[src/rtl/i2c_arbiter.sv]
// i2c_arbiter: round-robin arbiter sharing one i2c master among four requesters.
// A winner's request fields are captured at grant time and held steady on the
// master-side outputs until the response cycle, whatever the requesters do.
// Optional watchdog: define I2C_ARB_TIMEOUT_EN to abort transactions that stay
// in the wait states for TIMEOUT_CYCLES clocks; without it the block waits
// indefinitely and timeout_err is tied low.
module i2c_arbiter #(
  parameter int unsigned TIMEOUT_CYCLES = 500000
) (
  input  logic        clk,
  input  logic        rst,
  input  logic [3:0]  req,
  input  logic [27:0] req_addr,
  input  logic [3:0]  req_rw,
  input  logic [3:0]  req_two_bytes,
  input  logic [63:0] req_wdata,
  output logic [3:0]  grant,
  output logic [3:0]  done,
  output logic [15:0] rd_data,
  output logic        ack_ok,
  output logic        timeout_err,
  output logic        m_start,
  output logic [6:0]  m_addr,
  output logic        m_rw,
  output logic        m_two_bytes,
  output logic [15:0] m_wdata,
  input  logic        m_ready,
  input  logic        m_ack,
  input  logic [15:0] m_rdata
);

  localparam int NUM_REQ = 4;

  typedef enum logic [2:0] {IDLE, ISSUE, WAIT_BUSY, WAIT_DONE, RESPOND} state_t;

  typedef struct packed {
    logic [6:0]  addr;
    logic        rw;
    logic        two;
    logic [15:0] wdata;
  } req_t;

  state_t      state_q;
  logic [1:0]  ptr_q;
  logic [1:0]  own_q;
  logic [3:0]  grant_q;
  logic [3:0]  done_q;
  logic [15:0] rd_q;
  logic        ack_q;
  logic        start_q;
  logic [6:0]  addr_q;
  logic        rw_q;
  logic        two_q;
  logic [15:0] wdata_q;
  logic        to_hit;

  req_t [NUM_REQ-1:0] rq;

  // Split the flat request buses into one record per requester.
  for (genvar gi = 0; gi < NUM_REQ; gi++) begin : g_unpack
    assign rq[gi] = {req_addr[7*gi +: 7], req_rw[gi], req_two_bytes[gi],
                     req_wdata[16*gi +: 16]};
  end

  logic [1:0] win_d;

  // Round-robin pick: first asserted request at or after the pointer.
  always_comb begin
    win_d = ptr_q;
    for (int k = NUM_REQ-1; k >= 0; k--) begin
      if (req[ptr_q + 2'(k)]) win_d = ptr_q + 2'(k);
    end
  end

`ifdef I2C_ARB_TIMEOUT_EN
  localparam int CW = 20;
  logic [CW-1:0] cnt_q;
  logic          to_q;

  assign to_hit      = (cnt_q == CW'(TIMEOUT_CYCLES - 1));
  assign timeout_err = to_q;

  // Watchdog: counts cycles spent waiting on the master, restarts per issue.
  always_ff @(posedge clk) begin
    if (rst)                                              cnt_q <= '0;
    else if (state_q == ISSUE)                            cnt_q <= '0;
    else if (state_q == WAIT_BUSY || state_q == WAIT_DONE) cnt_q <= cnt_q + 1'b1;
  end
`else
  assign to_hit      = 1'b0;
  assign timeout_err = 1'b0;
`endif

  // Arbitration FSM; every output is a register written here.
  always_ff @(posedge clk) begin
    if (rst) begin
      state_q <= IDLE;
      ptr_q   <= '0;
      own_q   <= '0;
      grant_q <= '0;
      done_q  <= '0;
      rd_q    <= '0;
      ack_q   <= 1'b0;
      start_q <= 1'b0;
      addr_q  <= '0;
      rw_q    <= 1'b0;
      two_q   <= 1'b0;
      wdata_q <= '0;
`ifdef I2C_ARB_TIMEOUT_EN
      to_q    <= 1'b0;
`endif
    end else begin
      start_q <= 1'b0;
      done_q  <= '0;
      case (state_q)
        IDLE: begin
          if ((|req) && m_ready) begin
            own_q   <= win_d;
            grant_q <= 4'(1) << win_d;
            addr_q  <= rq[win_d].addr;
            rw_q    <= rq[win_d].rw;
            two_q   <= rq[win_d].two;
            wdata_q <= rq[win_d].wdata;
            start_q <= 1'b1;
            state_q <= ISSUE;
          end
        end
        ISSUE: state_q <= WAIT_BUSY;
        WAIT_BUSY: begin
          // A master that never goes busy is caught by the watchdog here.
          if (to_hit) begin
            rd_q    <= '0;
            ack_q   <= 1'b0;
`ifdef I2C_ARB_TIMEOUT_EN
            to_q    <= 1'b1;
`endif
            done_q  <= grant_q;
            state_q <= RESPOND;
          end else if (!m_ready) begin
            state_q <= WAIT_DONE;
          end
        end
        WAIT_DONE: begin
          // A finished transfer wins over a watchdog expiring the same cycle.
          if (m_ready) begin
            rd_q    <= rw_q ? m_rdata : 16'h0;
            ack_q   <= m_ack;
`ifdef I2C_ARB_TIMEOUT_EN
            to_q    <= 1'b0;
`endif
            done_q  <= grant_q;
            state_q <= RESPOND;
          end else if (to_hit) begin
            rd_q    <= '0;
            ack_q   <= 1'b0;
`ifdef I2C_ARB_TIMEOUT_EN
            to_q    <= 1'b1;
`endif
            done_q  <= grant_q;
            state_q <= RESPOND;
          end
        end
        RESPOND: begin
          grant_q <= '0;
          addr_q  <= '0;
          rw_q    <= 1'b0;
          two_q   <= 1'b0;
          wdata_q <= '0;
          ptr_q   <= own_q + 2'd1;
          state_q <= IDLE;
        end
        default: state_q <= IDLE;
      endcase
    end
  end

  assign grant       = grant_q;
  assign done        = done_q;
  assign rd_data     = rd_q;
  assign ack_ok      = ack_q;
  assign m_start     = start_q;
  assign m_addr      = addr_q;
  assign m_rw        = rw_q;
  assign m_two_bytes = two_q;
  assign m_wdata     = wdata_q;

endmodule

[config.mk]
export PLATFORM = sky130hd
export DESIGN_NAME = i2c_arbiter
export DESIGN_NICKNAME = d
export VERILOG_FILES = /design/src/rtl/i2c_arbiter.sv
export SDC_FILE = /design/constraint.sdc
export NUM_CORES = 1
export LEC_CHECK = 0
export CORE_ASPECT_RATIO = 1.25
export CORE_MARGIN = 8
export CORE_UTILIZATION = 33
export CTS_CLUSTER_DIAMETER = 120
export DETAILED_ROUTE_END_ITERATION = 12
export GPL_TIMING_DRIVEN = 0
export PLACE_DENSITY = 0.79
export SKIP_LAST_GASP = 1
export SYNTH_ARGS = -nofsm -noshare
export SYNTH_HDL_FRONTEND = slang
export SYNTH_SLANG_ARGS = --single-unit
[constraint.sdc]
create_clock -name clk -period 2.05 [get_ports clk]
set_input_delay 0.615 -clock clk [delete_from_list [all_inputs] [get_ports clk]]
set_output_delay 0.615 -clock clk [all_outputs]
set_load 0.01 [all_outputs]
==> results.json <==
{
  "leakage_nw": 2.07,
  "cts_max_level": 3,
  "powerDensity_nw_per_um2": 619,
  "status": "complete, no violations",
  "ys_types": 34,
  "ys_seq_area_frac": 0.420,
  "rr_startpoint": "ptr_q[0]",
  "overflow": 0,
  "gp_congestion": 0.810,
  "maxCapViolCount": 0,
  "clkLatencyLatePin_ps": 330,
  "holdWs_ps": 454,
  "syn-cell-area_um2": 2770,
  "first_pass_iters": 4,
  "dpl.cell_count": 561,
  "start_util": 0.338,
  "coreArea_um2": 8190,
  "peakVddDrop_mv": 0.356,
  "root_buffer": "clkbuf_8",
  "slew_viol_final": 0,
  "finalCriticalPeriod_ps": 2000,
  "avgRoutedWirePerCell_um": 17.2,
  "worstPathRequired_ps": 2310,
  "dp_hpwl_um": 8000,
  "synth_top_family_by_area": "multiplexers",
  "r2r-end": "m_wdata[13]",
  "register_area_um2": 1160,
  "ioPinCount": 176,
  "muxShareOfSynthArea": 0.181,
  "cts_buffer_depth": 2,
  "synthArstFlopShare": 0,
  "reg2reg_slack_ps": 350,
  "rsz0062_at_grt": "false",
  "io_buffers": 173,
  "rows": 37,
  "synth-edff-count": 0,
  "fin_crit_sh": 0.974,
  "grt_pass1_wl_um": 16200,
  "stdcell_count": 582,
  "synth_xor_area_frac": 0.00317,
  "cp.arrival_ps": 2260,
  "antenna_found_initial": 0,
  "min_from": "rd_data[12]",
  "drt-initial-drc-count": 98,
  "ys_warn_count": 0,
  "setup_viol": 0,
  "grtUsageTotal": 0.173,
  "synth_compound_area_frac": 0.172,
  "numCtsBuffers": 9,
  "path_class": "primary input to flop",
  "viasPerCell": 4.98,
  "die_area_um2": 11600,
  "path_max_fanout": 5,
  "cp-start-kind": "primary input",
  "n_antenna_cell": 0,
  "syn_inst": 291,
  "grt_max_degree": 11,
  "grt_pass1_vias": 3284,
  "hold_depth": 2,
  "wl_um": 9990,
  "syn_avg_cell_area_um2": 9.51,
  "cts_sinks": 58,
  "cts_tree": "yes",
  "yosys_register_bits": 58,
  "dieHeight_um": 118,
  "setup_tns_ps": 0,
  "synth_flop_cell": "dfxtp_1",
  "final_core_util": 0.617,
  "clkTransAtPathRegs_ps": 60,
  "fillers": 687,
  "routed-via-count": 2901,
  "min_to": "rd_data[12]",
  "final_layout_size_suffix_gt1_frac": 0.163,
  "hold_violations": 0,
  "hold_path_class": "flop to flop",
  "cts_hold_buf": 0,
  "multi_input_area_um2": 1520,
  "reg2regPathDepth": 6,
  "antenna_left": 0,
  "yosys.area_share.adder": 0,
  "syn_nets": 415,
  "synth-simple-area-share": 0.167,
  "die_w_um": 97.9,
  "fmax_ghz": 0.501,
  "final_nets": 604,
  "drc_errors": 0,
  "fin_worst_skew_ps": 10.6,
  "crit_path_end_kind": "flop",
  "areaGrowthSynthToFinish_pct": 82.8
}
-- worst max-delay path: stages --
cell and delay, ps:
buf_2 130, or4_4 550, and4b_4 230, nor3b_4 220, buf_6 160, bufbuf_16 260
nand2_2 50, o21ai_2 50
-- power breakdown --
group          internal (W)  leakage [nW]  switching (W)
clock              0.000658         0.112       0.000441
combinational      0.000499          1.49       0.000305
sequential          0.00119         0.472      0.0000352
-- layer usage --
metal	share of wire	wire length (µm)	GRT usage
met1	0.38	3820	0.173
met2	0.50	4990	0.308
met3	0.098	979	0.0716
met4	0.020	199	0.0772
met5	0	0	0
-- how the worst max path moves through the flow --
stage	startpoint	endpoint	slack, ps	cells past startpoint
floorplan	req[1]	m_addr[5]	40	7
detailed placement	req[2]	m_addr[5]	-820	8
finish	req[1]	grant[3]	50	8
global placement	req[2]	m_addr[5]	-770	8
global route	req[1]	grant[0]	4	8
CTS	req[2]	m_addr[6]	30	8
-- cells in the final DEF, fill, tap and decap left out, drive strengths merged --
cell type / n
a211oi: 2
a21oi: 22
a22oi: 1
and2: 4
and3: 2
and4b: 1
buf: 26
bufbuf: 1
bufinv: 1
clkbuf: 19
clkdlybuf4s50: 169
clkinv: 3
conb: 1
dfxtp: 58
inv: 2
mux2i: 50
nand2: 51
nand2b: 3
nand3: 17
nor2: 7
nor2b: 3
nor3: 2
nor3b: 1
nor4: 1
o21ai: 7
o221a: 1
o221ai: 26
o41ai: 1
or2: 1
or4: 1
xor2: 1
-- through the flow --
step,setup slack [ps],instance area (µm²),total power [W]
4_1_cts,25.6,5060,0.00316
2_1_floorplan,35.1,2770,0.00154
3_3_place_gp,-774,4620,0.00196
3_5_place_dp,-821,4620,0.00197
6_report,52.6,5060,0.00313
5_1_grt,3.75,5060,0.00328
-- cell usage after synthesis, types with 2 or more instances --
library cell	instances	area [µm²]
a211oi_1	2	15.0
a21oi_1	22	110
and2_1	4	25.0
and3_1	2	12.5
buf_2	9	45.0
buf_4	5	37.5
clkbuf_1	8	30.0
dfxtp_1	58	1160
inv_1	2	7.51
mux2i_1	50	500
nand2_1	40	150
nand2_2	11	68.8
nand2b_1	3	18.8
nand3_1	17	85.1
nor2_1	7	26.3
nor2b_1	3	18.8
nor3_1	2	10.0
o21ai_0	3	15.0
o21ai_2	4	35.0
o221ai_1	20	175
o221ai_2	6	90.1
-- cells by family (layout without fill, tap and decap cells) --
group                  count (synthesis)  after routing
XOR/XNOR                               1              1
multiplexers                          50             50
buffers and inverters                 27            221
other                                  1              1
flip-flops                            58             58
AND/OR/NAND/NOR                       94             94
AO/OA/AOI/OAI                         60             60
-- final cells by class --
type | instances | share of cell area
inverter | 2 | 0.00148
sequential | 58 | 0.230
buffer | 23 | 0.0413
multi-input combinational | 206 | 0.300
clock buffer | 12 | 0.0327
tap | 97 | 0.0240
timing repair buffer | 180 | 0.361
clock inverter | 4 | 0.00965
-- flip-flops by register name, summed over array words and instances (netlist names) --
register and flops:
ack_ok 1, done 4, grant 4, m_addr 7, m_rw 1, m_start 1, m_two_bytes 1, m_wdata 16
own_q 2, ptr_q 2, rd_data 16, state_q 3
-- timing repair --
| action | in CTS | in global routing |
|---|---|---|
| resized for setup | 47 | 4 |
| setup buffers | 6 | 0 |
| endpoints found under the hold margin | 0 | 0 |
| gates cloned | 1 | 0 |
| endpoints found under the setup margin | 39 | 33 |
| pin swaps | 2 | 2 |
No activity file was read; power rests on OpenSTA's default activity.
